$ cat src/rtl/mon_pkg.sv
// ============================================================================
// mon_pkg : shared monitor definitions (default widths, output FSM states)
// Rev 1.0
// ============================================================================
`default_nettype none

package mon_pkg;

  localparam int DEF_DATA_WIDTH = 16;
  localparam int DEF_ADDR_WIDTH = 5;

  typedef enum logic {
    NOVALID = 1'b0,
    VALID   = 1'b1
  } out_state_e;

endpackage : mon_pkg

`default_nettype wire

$ cat src/rtl/mon_fifo_ctrl.sv
// ============================================================================
// mon_fifo_ctrl : FIFO controller for an external registered-read monitor RAM
// Rev 1.0
// ============================================================================
`default_nettype none

module mon_fifo_ctrl
  import mon_pkg::*;
#(
  parameter int DataWidth  = DEF_DATA_WIDTH,
  parameter int AddrWidth  = DEF_ADDR_WIDTH,
  parameter int AFullLevel = (2 ** AddrWidth) - 4
) (
  input  logic                 clk,
  input  logic                 Reset_b,
  input  logic                 Clear,
  input  logic                 WrEn,
  input  logic [DataWidth-1:0] WrData,
  input  logic                 RdReady,
  output logic                 RdValid,
  output logic [DataWidth-1:0] RdData,
  output logic                 Full,
  output logic                 AlmostFull,
  output logic                 Empty,
  output logic [AddrWidth:0]   Count,
  output logic                 Overflow,
  output logic [AddrWidth:0]   HighWater,
  output logic                 MemWrite,
  output logic [AddrWidth-1:0] MemWrAddr,
  output logic [DataWidth-1:0] MemInData,
  output logic [AddrWidth-1:0] MemRdAddr,
  input  logic [DataWidth-1:0] MemOutData
);

  localparam int                 RamSize   = 2 ** AddrWidth;
  localparam logic [AddrWidth:0] FULL_CNT  = (AddrWidth + 1)'(RamSize);
  localparam logic [AddrWidth:0] AFULL_CNT = (AddrWidth + 1)'(AFullLevel);
  localparam logic [AddrWidth:0] ZERO_CNT  = '0;

  logic [AddrWidth-1:0] wptr;
  logic [AddrWidth-1:0] rptr;
  logic [AddrWidth-1:0] rd_addr;
  logic [AddrWidth:0]   count;
  logic [AddrWidth:0]   count_next;
  logic [AddrWidth:0]   high_water;
  logic                 overflow;
  out_state_e           state;
  logic                 flush;
  logic                 push;
  logic                 pop;
  logic                 collide;

  assign flush = ~Reset_b | Clear;

  assign Full       = (count == FULL_CNT);
  assign Empty      = (count == ZERO_CNT);
  assign AlmostFull = (count >= AFULL_CNT);

  // Flush gates both handshakes so nothing reaches the RAM while clearing.
  assign push = WrEn & ~Full & ~flush;
  assign pop  = RdValid & RdReady & ~flush;

  // Look ahead one address on pop so the next head is ready a cycle later.
  assign rd_addr    = pop ? rptr + AddrWidth'(1) : rptr;
  assign count_next = count + {{AddrWidth{1'b0}}, push} - {{AddrWidth{1'b0}}, pop};
  assign collide    = push & (wptr == rd_addr);

  assign RdValid   = (state == VALID);
  assign RdData    = MemOutData;
  assign Count     = count;
  assign Overflow  = overflow;
  assign HighWater = high_water;
  assign MemWrite  = push;
  assign MemWrAddr = wptr;
  assign MemInData = WrData;
  assign MemRdAddr = rd_addr;

  always_ff @(posedge clk) begin
    if (flush) begin
      wptr       <= '0;
      rptr       <= '0;
      count      <= '0;
      high_water <= '0;
      overflow   <= 1'b0;
      state      <= NOVALID;
    end else begin
      if (push) wptr <= wptr + AddrWidth'(1);
      if (pop)  rptr <= rptr + AddrWidth'(1);
      count <= count_next;
      if (count_next > high_water) high_water <= count_next;
      if (WrEn && Full) overflow <= 1'b1;
      // A word written at the address being read is not visible until the next read.
      if ((count_next != ZERO_CNT) && !collide) state <= VALID;
      else                                      state <= NOVALID;
    end
  end

endmodule : mon_fifo_ctrl

`default_nettype wire

$ cat config.mk
export PLATFORM = sky130hd
export DESIGN_NAME = mon_fifo_ctrl
export DESIGN_NICKNAME = d
export VERILOG_FILES = /design/src/rtl/mon_pkg.sv /design/src/rtl/mon_fifo_ctrl.sv
export SDC_FILE = /design/constraint.sdc
export NUM_CORES = 1
export LEC_CHECK = 0
export CAP_MARGIN = 0
export CORE_MARGIN = 5
export CORE_UTILIZATION = 30
export DETAILED_ROUTE_END_ITERATION = 10
export PLACE_DENSITY = 0.64
export SETUP_SLACK_MARGIN = 0.02
export SLEW_MARGIN = 25
export SYNTH_ARGS = -nofsm -noshare
export SYNTH_HDL_FRONTEND = slang
export SYNTH_SLANG_ARGS = --single-unit
$ cat constraint.sdc
create_clock -name clk -period 8 [get_ports clk]
set_input_delay 1.6 -clock clk [delete_from_list [all_inputs] [get_ports clk]]
set_output_delay 1.6 -clock clk [all_outputs]
set_load 0.05 [all_outputs]
Yosys cells after proc, flatten, opt, wreduce, memory -nomap -nowiden. Cells that the tools add are included. W data, S select, Z words.

Bits in registers: 24. Latch bits: 0. Bits in writable memories: 0. Bits in read-only memories: 0. Input port bits: 37. Output and inout port bits: 60. Memories kept: 0.

Add/subtract/negate cells: 4. $mul: 0. Divide/modulo/power cells: 0. Order comparisons: 2. Equal/unequal tests: 2. Shift-type cells: 0. Mux-type cells: 2. Bitwise gates (word level): 9. Reduce and logical (&&, ||, !) cells: 5.

Operators by type and width (count): $add A5 B1 Y5 const B (2); $add A6 B1 Y6 (1); $eq A6 B6 Y1 const B (1); $ge A6 B5 Y1 const B (1); $gt A6 B6 Y1 (1); $logic_not A6 Y1 (1); $reduce_bool A6 Y1 (1); $sub A6 B1 Y6 (1); $and A1 B1 Y1 (5); $eq A5 B5 Y1 (1); $mux W5 (1); $not A1 Y1 (3); $logic_and A1 B1 Y1 (2); $logic_not A1 Y1 (1); $mux W1 (1); $or A1 B1 Y1 (1).

Logic depth before layout (Yosys ltp).
Depth in word-level cells: 10. Depth in mapped cells: 21.

Least setup slack after synthesis. Ideal clock, no wire load.

Path type: input -> output. Start: in Clear. End: out MemRdAddr[3]. Arrival: 3038 ps. Required time: 6400 ps. Setup slack: 3362 ps. Stages: 4. Buffers on the path: 1. Cell sequence: and4b_1 > buf_2 > and4_1 > xor2_1.

Word-level cells in the longest chain between the ends: 4.

RTL lines: start, declared (RTL line mon_fifo_ctrl.sv:16) `input logic Clear,`; $or A1 B1 Y1 (RTL line mon_fifo_ctrl.sv:53) `assign flush = ~Reset_b | Clear;`; $not A1 Y1 (RTL line mon_fifo_ctrl.sv:61) `assign pop = RdValid & RdReady & ~flush;`; $and A1 B1 Y1 (RTL line mon_fifo_ctrl.sv:61); $mux W5; end, declared (RTL line mon_fifo_ctrl.sv:31) `output logic [AddrWidth-1:0] MemRdAddr,`.

No other way between the ends.

Worst setup path in the final report. Ends and elaborated chain as after synthesis.

==> results.toml <==
[routing]
avgRoutedWirePerCell_um = 13.1
routed_wirelength_um = 3790
detail_route.vias_per_cell = 4.80
drt_first_iter_violations = 54
drt.antenna.violating_nets = 0
vias = 1388
detail_route.first_pass.iterations = 4
remaining_drc_errors = 0

[logic_synthesis]
yosys_warnings = 0
syn_nets = 272
synth_top_area_cell = "sky130_fd_sc_hd__dfxtp_1"
synth.area.top_cells = "sky130_fd_sc_hd__dfxtp_1, sky130_fd_sc_hd__buf_4, sky130_fd_sc_hd__ha_1"
synth-edff-count = 0
synth.avg_cell_area_um2 = 8.52
synth.most_common_cell = "sky130_fd_sc_hd__buf_4"
ys_seq_area_share_pct = 26.1
total_of_flip_flops_plus_latches_after_synthesis = 24
synthesized_instance_count = 216
async_reset_ff_share_pct = 0
post_synth_instance_area_um2 = 1840
synth_top_cells_by_count = "sky130_fd_sc_hd__buf_4, sky130_fd_sc_hd__dfxtp_1, sky130_fd_sc_hd__inv_1"
postSynth.topFlopCell = "sky130_fd_sc_hd__dfxtp_1"
yosysTopAreaCellShare_pct = 26.1
synth.distinct_cells = 43

[setup_path]
rr_startpoint = "Count[2]"
crit_path_end = "MemRdAddr[3]"
r2r_setup_slack_ns = 3.54
timing_worst_setup_path_type = "in2out"
worst_ep_arrival_time_ns = 3.88
worstPathMaxFanout = 10
worst-endpoint-required_ns = 6.40
r2r.worst_path.cells = 19
worst_setup_sp = "Clear"
endpoint_kind = "output port"
start_kind = "input pin"
r2r_end = "HighWater[2]"

[floorplanning]
boundaryPins = 97
die_y_um = 88.3
fp.coreArea_um2 = 5960
initial_core_utilization_pct = 30.9
die_w_um = 88.3
rows = 28
die_area_um2 = 7800

[global_routing]
first_pass_grt_wire_length_um = 6230
grt_antenna_before_repair = 0
pin_count_of_the_biggest_net_entering_global_routing = 18
grtUsageTotal_pct = 10.2
grt_remaining_overflow = 0
grt_pass1_vias = 1378

[outcome]
result_of_the_run = "finished, final reports clean"

[power_and_ir_drop]
worst_ir_drop_vdd_uv = 129
power.static_leakage_nw = 0.832
p_per_area_nw_per_um2 = 206

[clock_network]
clock_tree.root_cell = "sky130_fd_sc_hd__clkbuf_8"
cts_repair_resize_count = 0
clkTransAtPathRegs_ns = 0.08
tritoncts = "built"
tritoncts_num_sinks = 24
cts_htree_levels = 1
clkLatencyLatePin_ns = 0.27
cts-buffers-inserted = 3
post-cts-setup-buffers = 0
max-clock-path-buffers = 2
post_cts_hold_buffer_count = 0

[final_layout]
diodes = 0
post_layout_nets = 271
utilization_pct = 34.2
drive_above_1_share_pct = 4.67
synthToLayoutAreaGrowth_pct = 10.7

[sta]
setup_tns_ns = 0
slew_headroom_pct = 51.7
setup_repair_after_global_routing_missed_its_margin = "false"
tightestPinTransition_ns = 0.725
hold_slack_ns = 0.474
min_period_ns = 5.48
finalSetupViolCount = 0
final_hold_violation_count = 0
fmax_ghz = 0.183
post-route-period-util_pct = 68.5
fin_skew_ns = 0.00453
count_of_pins_over_their_slew_limit = 0

[place]
detailedPlacementHpwl_um = 2990
io_buffers = 32
gp_routability_congestion = 0.781

[worst_hold_path]
worst_hold_path_type = "reg2reg"

[flow_run]
max_cap_viol_count = 0
[worst min-delay path by stage]
stage	to	startpoint	depth (start not counted)	slack [ns]
2_1_floorplan	rptr[4]	rptr[4]	2	0.52
3_3_place_gp	Overflow	Overflow	2	0.46
3_5_place_dp	Overflow	Overflow	2	0.46
4_1_cts	Overflow	Overflow	2	0.48
5_1_grt	Overflow	Overflow	2	0.50
6_report	Overflow	Overflow	2	0.47
[where the power goes]
part	total [W]	internal, W	switching [W]
registers	0.000135	0.000129	0.00000580
clock network	0.0000846	0.0000440	0.0000406
logic	0.000200	0.0000768	0.000123
total	0.000420	0.000250	0.000170
[logic make-up after synthesis]
family	synth area share, %
compound gates	14.1
xor+xnor	8.84
fa+ha+maj	13.3
flops	26.1
buf+inv	19.2
mux	1.70
simple gates	16.7
[critical path, stage by stage]
cell and delay [ns]:
sky130_fd_sc_hd__clkdlybuf4s50_1 0.42, sky130_fd_sc_hd__and4b_1 0.50, sky130_fd_sc_hd__and4_1 0.30, sky130_fd_sc_hd__xor2_1 0.21
sky130_fd_sc_hd__clkdlybuf4s50_1 0.84
[metal layers]
| layer | GRT usage (%) | share of wire, % | up-vias |
|---|---|---|---|
| li1 | - | - | 696 |
| met3 | 1.86 | 6.0 | 11 |
| met5 | 0 | 0 | - |
| met1 | 13.3 | 47 | 647 |
| met4 | 5.22 | 2.2 | 0 |
| met2 | 16.1 | 44 | 34 |
[state kept, by name, summed over array words and instances, names as in the netlist]
signal,cells
MemWrAddr,5
HighWater,6
Overflow,1
RdValid,1
rptr,5
Count,6
[cell type report]
| type | count | area [µm²] |
|---|---|---|
| Clock buffer | 4 | 55.1 |
| Tap cell | 75 | 93.8 |
| Inverter | 22 | 82.6 |
| Multi-Input combinational cell | 132 | 1010 |
| Fill cell | 635 | 3920 |
| Sequential cell | 24 | 480 |
| Timing Repair Buffer | 32 | 320 |
[cells in the final DEF (no fill, tap or decap), types with 3 or more instances in the layout]
cell                              instances
sky130_fd_sc_hd__a31oi_1                  3
sky130_fd_sc_hd__inv_1                   22
sky130_fd_sc_hd__nand2b_1                 4
sky130_fd_sc_hd__a21oi_1                  8
sky130_fd_sc_hd__a211oi_1                10
sky130_fd_sc_hd__xnor2_1                  6
sky130_fd_sc_hd__clkdlybuf4s50_1         32
sky130_fd_sc_hd__dfxtp_1                 24
sky130_fd_sc_hd__nor2b_1                  3
sky130_fd_sc_hd__nor2_1                  15
sky130_fd_sc_hd__ha_1                    18
sky130_fd_sc_hd__a21o_1                   3
sky130_fd_sc_hd__clkbuf_8                 4
sky130_fd_sc_hd__nand2_1                 10
sky130_fd_sc_hd__and2_1                   7
sky130_fd_sc_hd__nand4_1                  4
sky130_fd_sc_hd__xor2_1                  10
[per-stage QoR]
stage                     setup WS, ns  total power (W)  cells  cell area (µm²)
final                             2.52         0.000420    289             2040
after global routing              2.26         0.000450    289             2040
after CTS                         2.50         0.000424    289             2040
after floorplan                   3.36         0.000349    216             1840
after global placement            2.49         0.000338    285             1980
after detailed placement          2.43         0.000338    285             1980
Power figures use the tool's default switching activity.
